File: src/rtl/prio_enc_pkg.sv
// Shared definitions for the registered priority encoder / arbiter.
// Holds the default width, the index-width helper and the FSM encodings.
package prio_enc_pkg;

    localparam int N_DEF = 8;

    localparam logic ST_IDLE_ENC = 1'b0;
    localparam logic ST_HOLD_ENC = 1'b1;

    typedef enum logic {
        S_IDLE = ST_IDLE_ENC,
        S_HOLD = ST_HOLD_ENC
    } state_t;

    // An index bus is never narrower than one bit, even for tiny N.
    function automatic int idx_w(input int n);
        return (n <= 2) ? 1 : $clog2(n);
    endfunction

endpackage

File: src/rtl/prio_find.sv
// Combinational downward search with wrap-around: starting at 'start', walk
// towards 0, wrap to N-1, and report the first set bit plus a multi-hit flag.
module prio_find #(
    parameter int N     = 8,
    parameter int IDX_W = 3
) (
    input  logic [N-1:0]     vec,
    input  logic [IDX_W-1:0] start,
    output logic             found,
    output logic [IDX_W-1:0] idx,
    output logic             multi
);

    always_comb begin
        int                pos;
        logic [IDX_W-1:0]  w_p;
        found = 1'b0;
        idx   = '0;
        pos   = 0;
        w_p   = '0;
        for (int k = 0; k < N; k++) begin
            pos = int'(start) - k;
            if (pos < 0) pos = pos + N;
            w_p = IDX_W'(pos);
            if (!found && vec[w_p]) begin
                found = 1'b1;
                idx   = w_p;
            end
        end
    end

    // Clearing the lowest set bit leaves something only if two or more were set.
    assign multi = |(vec & (vec - {{(N-1){1'b0}}, 1'b1}));

endmodule

File: src/rtl/prio_enc_arb.sv
// Registered priority encoder with fixed and round-robin modes and a
// valid/ready output stage that holds its result under backpressure.
module prio_enc_arb
    import prio_enc_pkg::*;
#(
    parameter int N     = N_DEF,
    parameter int IDX_W = idx_w(N)
) (
    input  logic             clk,
    input  logic             rst_n,
    input  logic [N-1:0]     req,
    input  logic             mode,
    input  logic             out_ready,
    output logic             out_valid,
    output logic [IDX_W-1:0] out_idx,
    output logic             out_multi,
    output state_t           dbg_state
);

    // Handshake: a result transfers on a rising edge where out_valid and
    // out_ready are both high; out_valid/out_idx/out_multi are frozen otherwise.
    localparam logic [IDX_W-1:0] LAST = IDX_W'(N - 1);

    state_t           r_state;
    logic [IDX_W-1:0] r_idx;
    logic             r_multi;
    logic             r_mode;
    logic [IDX_W-1:0] r_ptr;

    logic             w_accept;
    logic             w_load;
    logic [IDX_W-1:0] w_ptr_nxt;
    logic [IDX_W-1:0] w_start;
    logic             w_found;
    logic [IDX_W-1:0] w_idx;
    logic             w_multi;

    assign w_accept = (r_state == S_HOLD) && out_ready;
    assign w_load   = (r_state == S_IDLE) || w_accept;

    // A round-robin result moves the pointer just below the winner when it is
    // taken; a result loaded on that same edge already searches from there.
    assign w_ptr_nxt = (w_accept && r_mode) ?
                       ((r_idx == '0) ? LAST : (r_idx - IDX_W'(1))) : r_ptr;
    assign w_start   = mode ? w_ptr_nxt : LAST;

    prio_find #(.N(N), .IDX_W(IDX_W)) u_find (
        .vec   (req),
        .start (w_start),
        .found (w_found),
        .idx   (w_idx),
        .multi (w_multi)
    );

    always_ff @(posedge clk or negedge rst_n) begin
        if (!rst_n) begin
            r_state <= S_IDLE;
            r_idx   <= '0;
            r_multi <= 1'b0;
            r_mode  <= 1'b0;
            r_ptr   <= LAST;
        end else begin
            r_ptr <= w_ptr_nxt;
            if (w_load) begin
                if (w_found) begin
                    r_state <= S_HOLD;
                    r_idx   <= w_idx;
                    r_multi <= w_multi;
                    r_mode  <= mode;
                end else begin
                    r_state <= S_IDLE;
                end
            end
        end
    end

    assign out_valid = (r_state == S_HOLD);
    assign out_idx   = r_idx;
    assign out_multi = r_multi;
    assign dbg_state = r_state;

endmodule

File: config.mk
export PLATFORM = sky130hd
export DESIGN_NAME = prio_enc_arb
export DESIGN_NICKNAME = d
export VERILOG_FILES = /design/src/rtl/prio_enc_pkg.sv /design/src/rtl/prio_find.sv /design/src/rtl/prio_enc_arb.sv
export SDC_FILE = /design/constraint.sdc
export NUM_CORES = 1
export LEC_CHECK = 0
export CORE_MARGIN = 1
export CORE_UTILIZATION = 62
export CTS_BUF_LIST = sky130_fd_sc_hd__clkbuf_2
export DETAILED_ROUTE_END_ITERATION = 10
export PLACE_DENSITY = 0.85
export SETUP_SLACK_MARGIN = 0.5
export SYNTH_ARGS = -nofsm -noshare
export SYNTH_HDL_FRONTEND = slang
export SYNTH_SLANG_ARGS = --single-unit
export TNS_END_PERCENT = 5
File: constraint.sdc
create_clock -name clk -period 7.8 [get_ports clk]
set_clock_uncertainty 0.15 [all_clocks]
set_input_delay 1.17 -clock clk [delete_from_list [all_inputs] [get_ports clk]]
set_output_delay 1.17 -clock clk [all_outputs]
set_load 0.01 [all_outputs]
# Word-level counts from Yosys, hierarchy flattened

Cells that the tools add are included.

Add/subtract/negate cells: 17
Order comparisons: 16
Mux-type cells: 44
Bitwise logic cells: 2
Reduce and logical (&&, ||, !) cells: 20

Operators by type and width:

| kind                                                                         | count |
|---|---|
| 3-bit two-way mux                                                            | 19 |
| 3-bit by 4-bit less-than comparator with 1-bit output, second input constant | 8 |
| 4-bit by 1-bit less-than comparator with 1-bit output, second input constant | 7 |
| 3-bit by 1-bit adder with 3-bit output, second input constant                | 8 |
| 1-bit binary-select mux with 3-bit select                                    | 8 |
| 1-bit two-way mux                                                            | 17 |
| 3-bit by 3-bit subtractor with 4-bit output, second input constant           | 4 |
| 1-bit logical AND                                                            | 9 |
| 8-bit AND                                                                    | 1 |
| 8-bit OR reduction                                                           | 1 |
| 3-bit by 2-bit subtractor with 4-bit output, second input constant           | 2 |
| 8-bit by 1-bit subtractor with 8-bit output, second input constant           | 1 |
| 1-bit zero test                                                              | 7 |
| 3-bit by 1-bit subtractor with 4-bit output, second input constant           | 1 |
| 3-bit zero test                                                              | 1 |
| 3-bit by 1-bit less-than comparator with 1-bit output, second input constant | 1 |
| 3-bit by 1-bit subtractor with 3-bit output, second input constant           | 1 |
| 2-bit AND reduction                                                          | 1 |
| 1-bit logical OR                                                             | 1 |
| 1-bit NOT                                                                    | 1 |

Bits in registers: 9
Input bits: 12

# Longest topological paths before layout

Word-level depth: 31
Gate-level depth with buffers: 17
Depth with buffers taken out: 15

# By module

From an unflattened synthesis, not the netlist that was laid out.

Cells, all modules: 173
Area total of the unflattened synthesis: 1,587.8 µm²

By module, submodules not included:

| module       | instances | cells an instance | area an instance (µm²) | sequential area each (µm²) |
|---|---|---|---|---|
| prio_find    | 1         | 138               | 1,144.8                | 0.0 |
| prio_enc_arb | 1         | 35                | 442.9                  | 229.0 |

# Worst setup path before layout

OpenSTA, ideal clock, no wires.

Path kind: input to register
From: in out_ready
To: reg r_mode
Data arrival time: 4.255 ns
Required time: 7.522 ns
Slack: 3.267 ns
Cell stages on the path: 14
Cell sequence: and3_1 > buf_6 > mux2i_1 > and2_1 > clkbuf_1 > inv_1 > clkbuf_1 > ha_1 > xnor2_1 > mux4_1 > nand2_4 > or3_4 > o21ai_4 > mux2_1

Cells in the longest elaborated chain, start to end: 31
Elaborated cells on any way between the ends: 75

RTL lines:

| item                                                                                 | line               | source |
|---|---|---|
| from (decl)                                                                          | prio_enc_arb.sv:13 | `input logic out_ready,` |
| 1-bit logical AND *                                                                  | prio_enc_arb.sv:38 | `assign w_accept = (r_state == S_HOLD) && out_ready;` |
| branches (longest 29 deep; another with 3-bit by 1-bit subtractor with 4-bit output) | n/a                |  |
| 2-bit AND reduction (no line) *                                                      | n/a                |  |
| to (signal assigned)                                                                 | prio_enc_arb.sv:69 | `r_mode <= mode;` |
| to (decl)                                                                            | prio_enc_arb.sv:27 | `logic r_mode;` |

Mark *: on every way between the ends. The select of a mux whose other input is x is not followed.
A chain may end at the register's enable or synchronous reset.

# Worst setup path in the final report

Ends and elaborated chain as after synthesis.

==> metrics.md <==
| Metric | Value |
|---|---|
| Final worst slack | 2.72 ns |
| CTS-repair resized insts | 0 |
| Worst-Margin Slew | 0.682 ns |
| Period Utilization, post-route | 65.1% |
| Sequential area share after synthesis | 16.7% |
| Slowest-stage cell, CP | clkdlybuf4s50_1 |
| Critical path endpoint category | flop |
| Grt ovf | 0 |
| DRT Pass-1 Iters | 4 |
| First-pass GRT wire length | 5.62 mm |
| Post-route cell area | 0.00154 sq mm |
| Initial DRC Count | 51 |
| Placed cell count | 196 |
| DRT antenna net count | 0 |
| Setup TNS | 0 ns |
| DP HPWL | 2.61 mm |
| Startpoint types | input port |
| Mean Syn Cell Area | 8.66 sq um |
| Nets | 190 |
| Critical Path Stages | 12 |
| Total die area | 0.00240 sq mm |
| Final wirelength | 3.22 mm |
| CP Cell Sequence | clkdlybuf4s50_1 -> and3_1 -> mux2i_1 -> and2_1 -> inv_1 -> ha_1 -> xnor2_1 -> mux4_1 -> nand2_4 -> or3_4 -> o21ai_4 -> mux2_1 |
| Crit path launch | out_ready |
| Cell Rows | 16 |
| Avg WL per Cell | 16.1 um |
| Die H | 49.0 um |
| Final Setup Violations | 0 |
| Crit path largest cell delay | 0.50 ns |
| Yosys warns | 0 |
| Number of sinks on the clock net | 9 |
| PwrDens | 365 mW/mm^2 |
| Worst vdd ir | 0.000263 V |
| Final min period | 5.08 ns |
| Async set-reset flop share out of synthesis | 100% |
| Post-synth EDFFs | 0 |
| Capturing point of the worst reg2reg path | r_mode |
| Setup Buffers After CTS | 0 |
| Worst skew pair latency | 0.25 ns |
| Setup CP Type | input port to flop |
| Vias post-DR | 1,256 |
| Post-synth top flop | dfrtp_1 |
| Total GRT Usage | 30.3% |
| CTS root buf | clkbuf_2 |
| Critical path peak fanout | 11 |
| CTS tree | built |
| Pre-CTS setup slack | 2.50 ns |
| Static Leak | 0.000625 uW |
| Initial antenna violation count | 0 |
| Max Clk Rate | 0.197 GHz |
| Initial Util | 67.7% |
| Syn_nets | 174 |
| H-tree Lvls | 1 |
| Area of the multi-input gates | 0.00106 sq mm |
| Vias in the first global route | 1,279 |
| RSZ-0062 raised after global routing | false |
| DR DRC count | 0 |
| Worst hold path type | flop to flop |
| Status | complete, no violations |
| Final core occ | 76.3% |
| Synthesized area | 0.00137 sq mm |
| Hold Fails Final Rpt | 0 |
| Die width | 49.0 um |
| Hold Buf Count CTS | 0 |
| Mapped Cells | 158 |
| CTS buffer count | 3 |
| Vias per inst | 6.28 |
| Core area | 0.00202 sq mm |
| Register area | 229 sq um |
| Synth unique cells | 54 |
| Worst r2r path cells | 14 |
| Synth Register Bits | 9 |
| Critical Path Sink | r_mode |
| R2R setup slack | 3.47 ns |
| Final cell count without fillers | 200 |
| CTS clk-pin slew, worst paths | 0.09 ns |
| Clock tree buffer depth | 2 |
| Area Growth Syn to Fin | 12.7% |
| Antenna cell count | 0 |
| Layout cells sized above 1 | 17.3% |
| Buffers on Ports | 17 |
| Rel. slew slack | 53.6% |
| Top Family by Delay on Critical Path | simple AND/OR/NAND/NOR gates |
| Pins Over Slew Limit | 0 |
| Worst r2r src | out_idx[0] |
| Worst Path Required | 7.79 ns |
| Crit path buffers/inverters | 2 |
| Pin count of the biggest net entering global routing | 12 |
| Ports | 18 |
| Max cap viols | 0 |
| Placed Area | 0.00152 sq mm |
| Gpl congestion | 0.980 |
| Fill cells | 147 |
| WP data arrival | 5.07 ns |
[placed cells by master (no fill, tap or decap), drive strengths merged, types with 3 or more instances in the layout]
master          n
mux2i          19
nor2           13
a211oi          3
ha              4
inv             7
nand3           3
mux2           13
or3             3
a21oi           5
o211ai          3
xnor2           3
nor3            4
o21ai          10
or2b            3
clkbuf          3
nand2          22
dfrtp           6
clkdlybuf4s50  17
dfstp           3
[registers in the layout, summed over array words and instances, names as in the netlist]
name / cells
dbg_state: 1
out_multi: 1
r_ptr: 3
out_idx: 3
r_mode: 1
[worst register-to-register path, stage by stage, from the launching register on]
cell      delay, ns
dfrtp_1        0.45
inv_1          0.08
ha_1           0.20
ha_1           0.21
nand2b_1       0.17
mux2i_1        0.20
and2_1         0.36
inv_1          0.26
ha_1           0.27
xnor2_1        0.44
mux4_1         0.33
nand2_4        0.08
or3_4          0.42
o21ai_4        0.26
mux2_1         0.34
[Yosys cell counts, drive strengths merged (4+ instances only)]
cell / count / share of area, %
a21oi: 5 / 1.8
nand2: 22 / 6.6
mux2: 13 / 11
mux2i: 19 / 16
dfrtp: 6 / 11
nor3: 4 / 1.8
nor2: 13 / 3.6
inv: 7 / 2.3
o21ai: 10 / 4.5
ha: 4 / 3.7
[area by class of cell]
type / count / share of cell area (%)
flip-flops and latches: 9 / 14.8
inverters: 7 / 2.03
repair buffers: 17 / 11.0
well taps: 27 / 2.19
clock buffers: 3 / 0.973
multi-input cells: 136 / 68.6
clock inverters: 1 / 0.324
[per-stage QoR]
step | total power (uW) | hold slack (ns)
after floorplan | 437 | 0.301
after detailed placement | 527 | 0.321
final | 564 | 0.331
after global routing | 613 | 0.390
after CTS | 557 | 0.333
after global placement | 515 | 0.314
[how the worst min path moves through the flow]
stage | start | to | slack, ns | depth (start not counted)
floorplan | r_ptr[0] | r_ptr[0] | 0.30 | 2
global placement | r_ptr[0] | r_ptr[0] | 0.31 | 2
detailed placement | r_ptr[0] | r_ptr[0] | 0.32 | 2
CTS | r_ptr[0] | r_ptr[0] | 0.33 | 2
global route | r_ptr[0] | r_ptr[0] | 0.39 | 2
finish | r_ptr[0] | r_ptr[0] | 0.33 | 2
[kinds of logic (layout without fill, tap and decap cells)]
kind of cell,count (synthesis),count (layout),share of synthesized area (%)
AND/OR/NAND/NOR,58,58,21.4
XOR/XNOR,5,5,3.75
AO/OA/AOI/OAI,33,33,16.9
buffers and inverters,13,28,5.94
flip-flops,9,9,16.7
adder cells (fa/ha/maj),6,6,5.12
multiplexers,34,34,30.2
[power breakdown]
part | internal (uW) | switching (uW)
sequential | 69.1 | 16.0
clock | 11.6 | 16.8
combinational | 200 | 251
total | 280 | 283
[metal layers]
metal	global-route usage, %	share of wire, %	vias up
li1	-	-	618
met1	41.4	48	591
met2	47.5	46	41
met3	7.79	5.1	6
met4	7.35	1.2	0
met5	0	0	-
(Power assumes the default switching activity.)
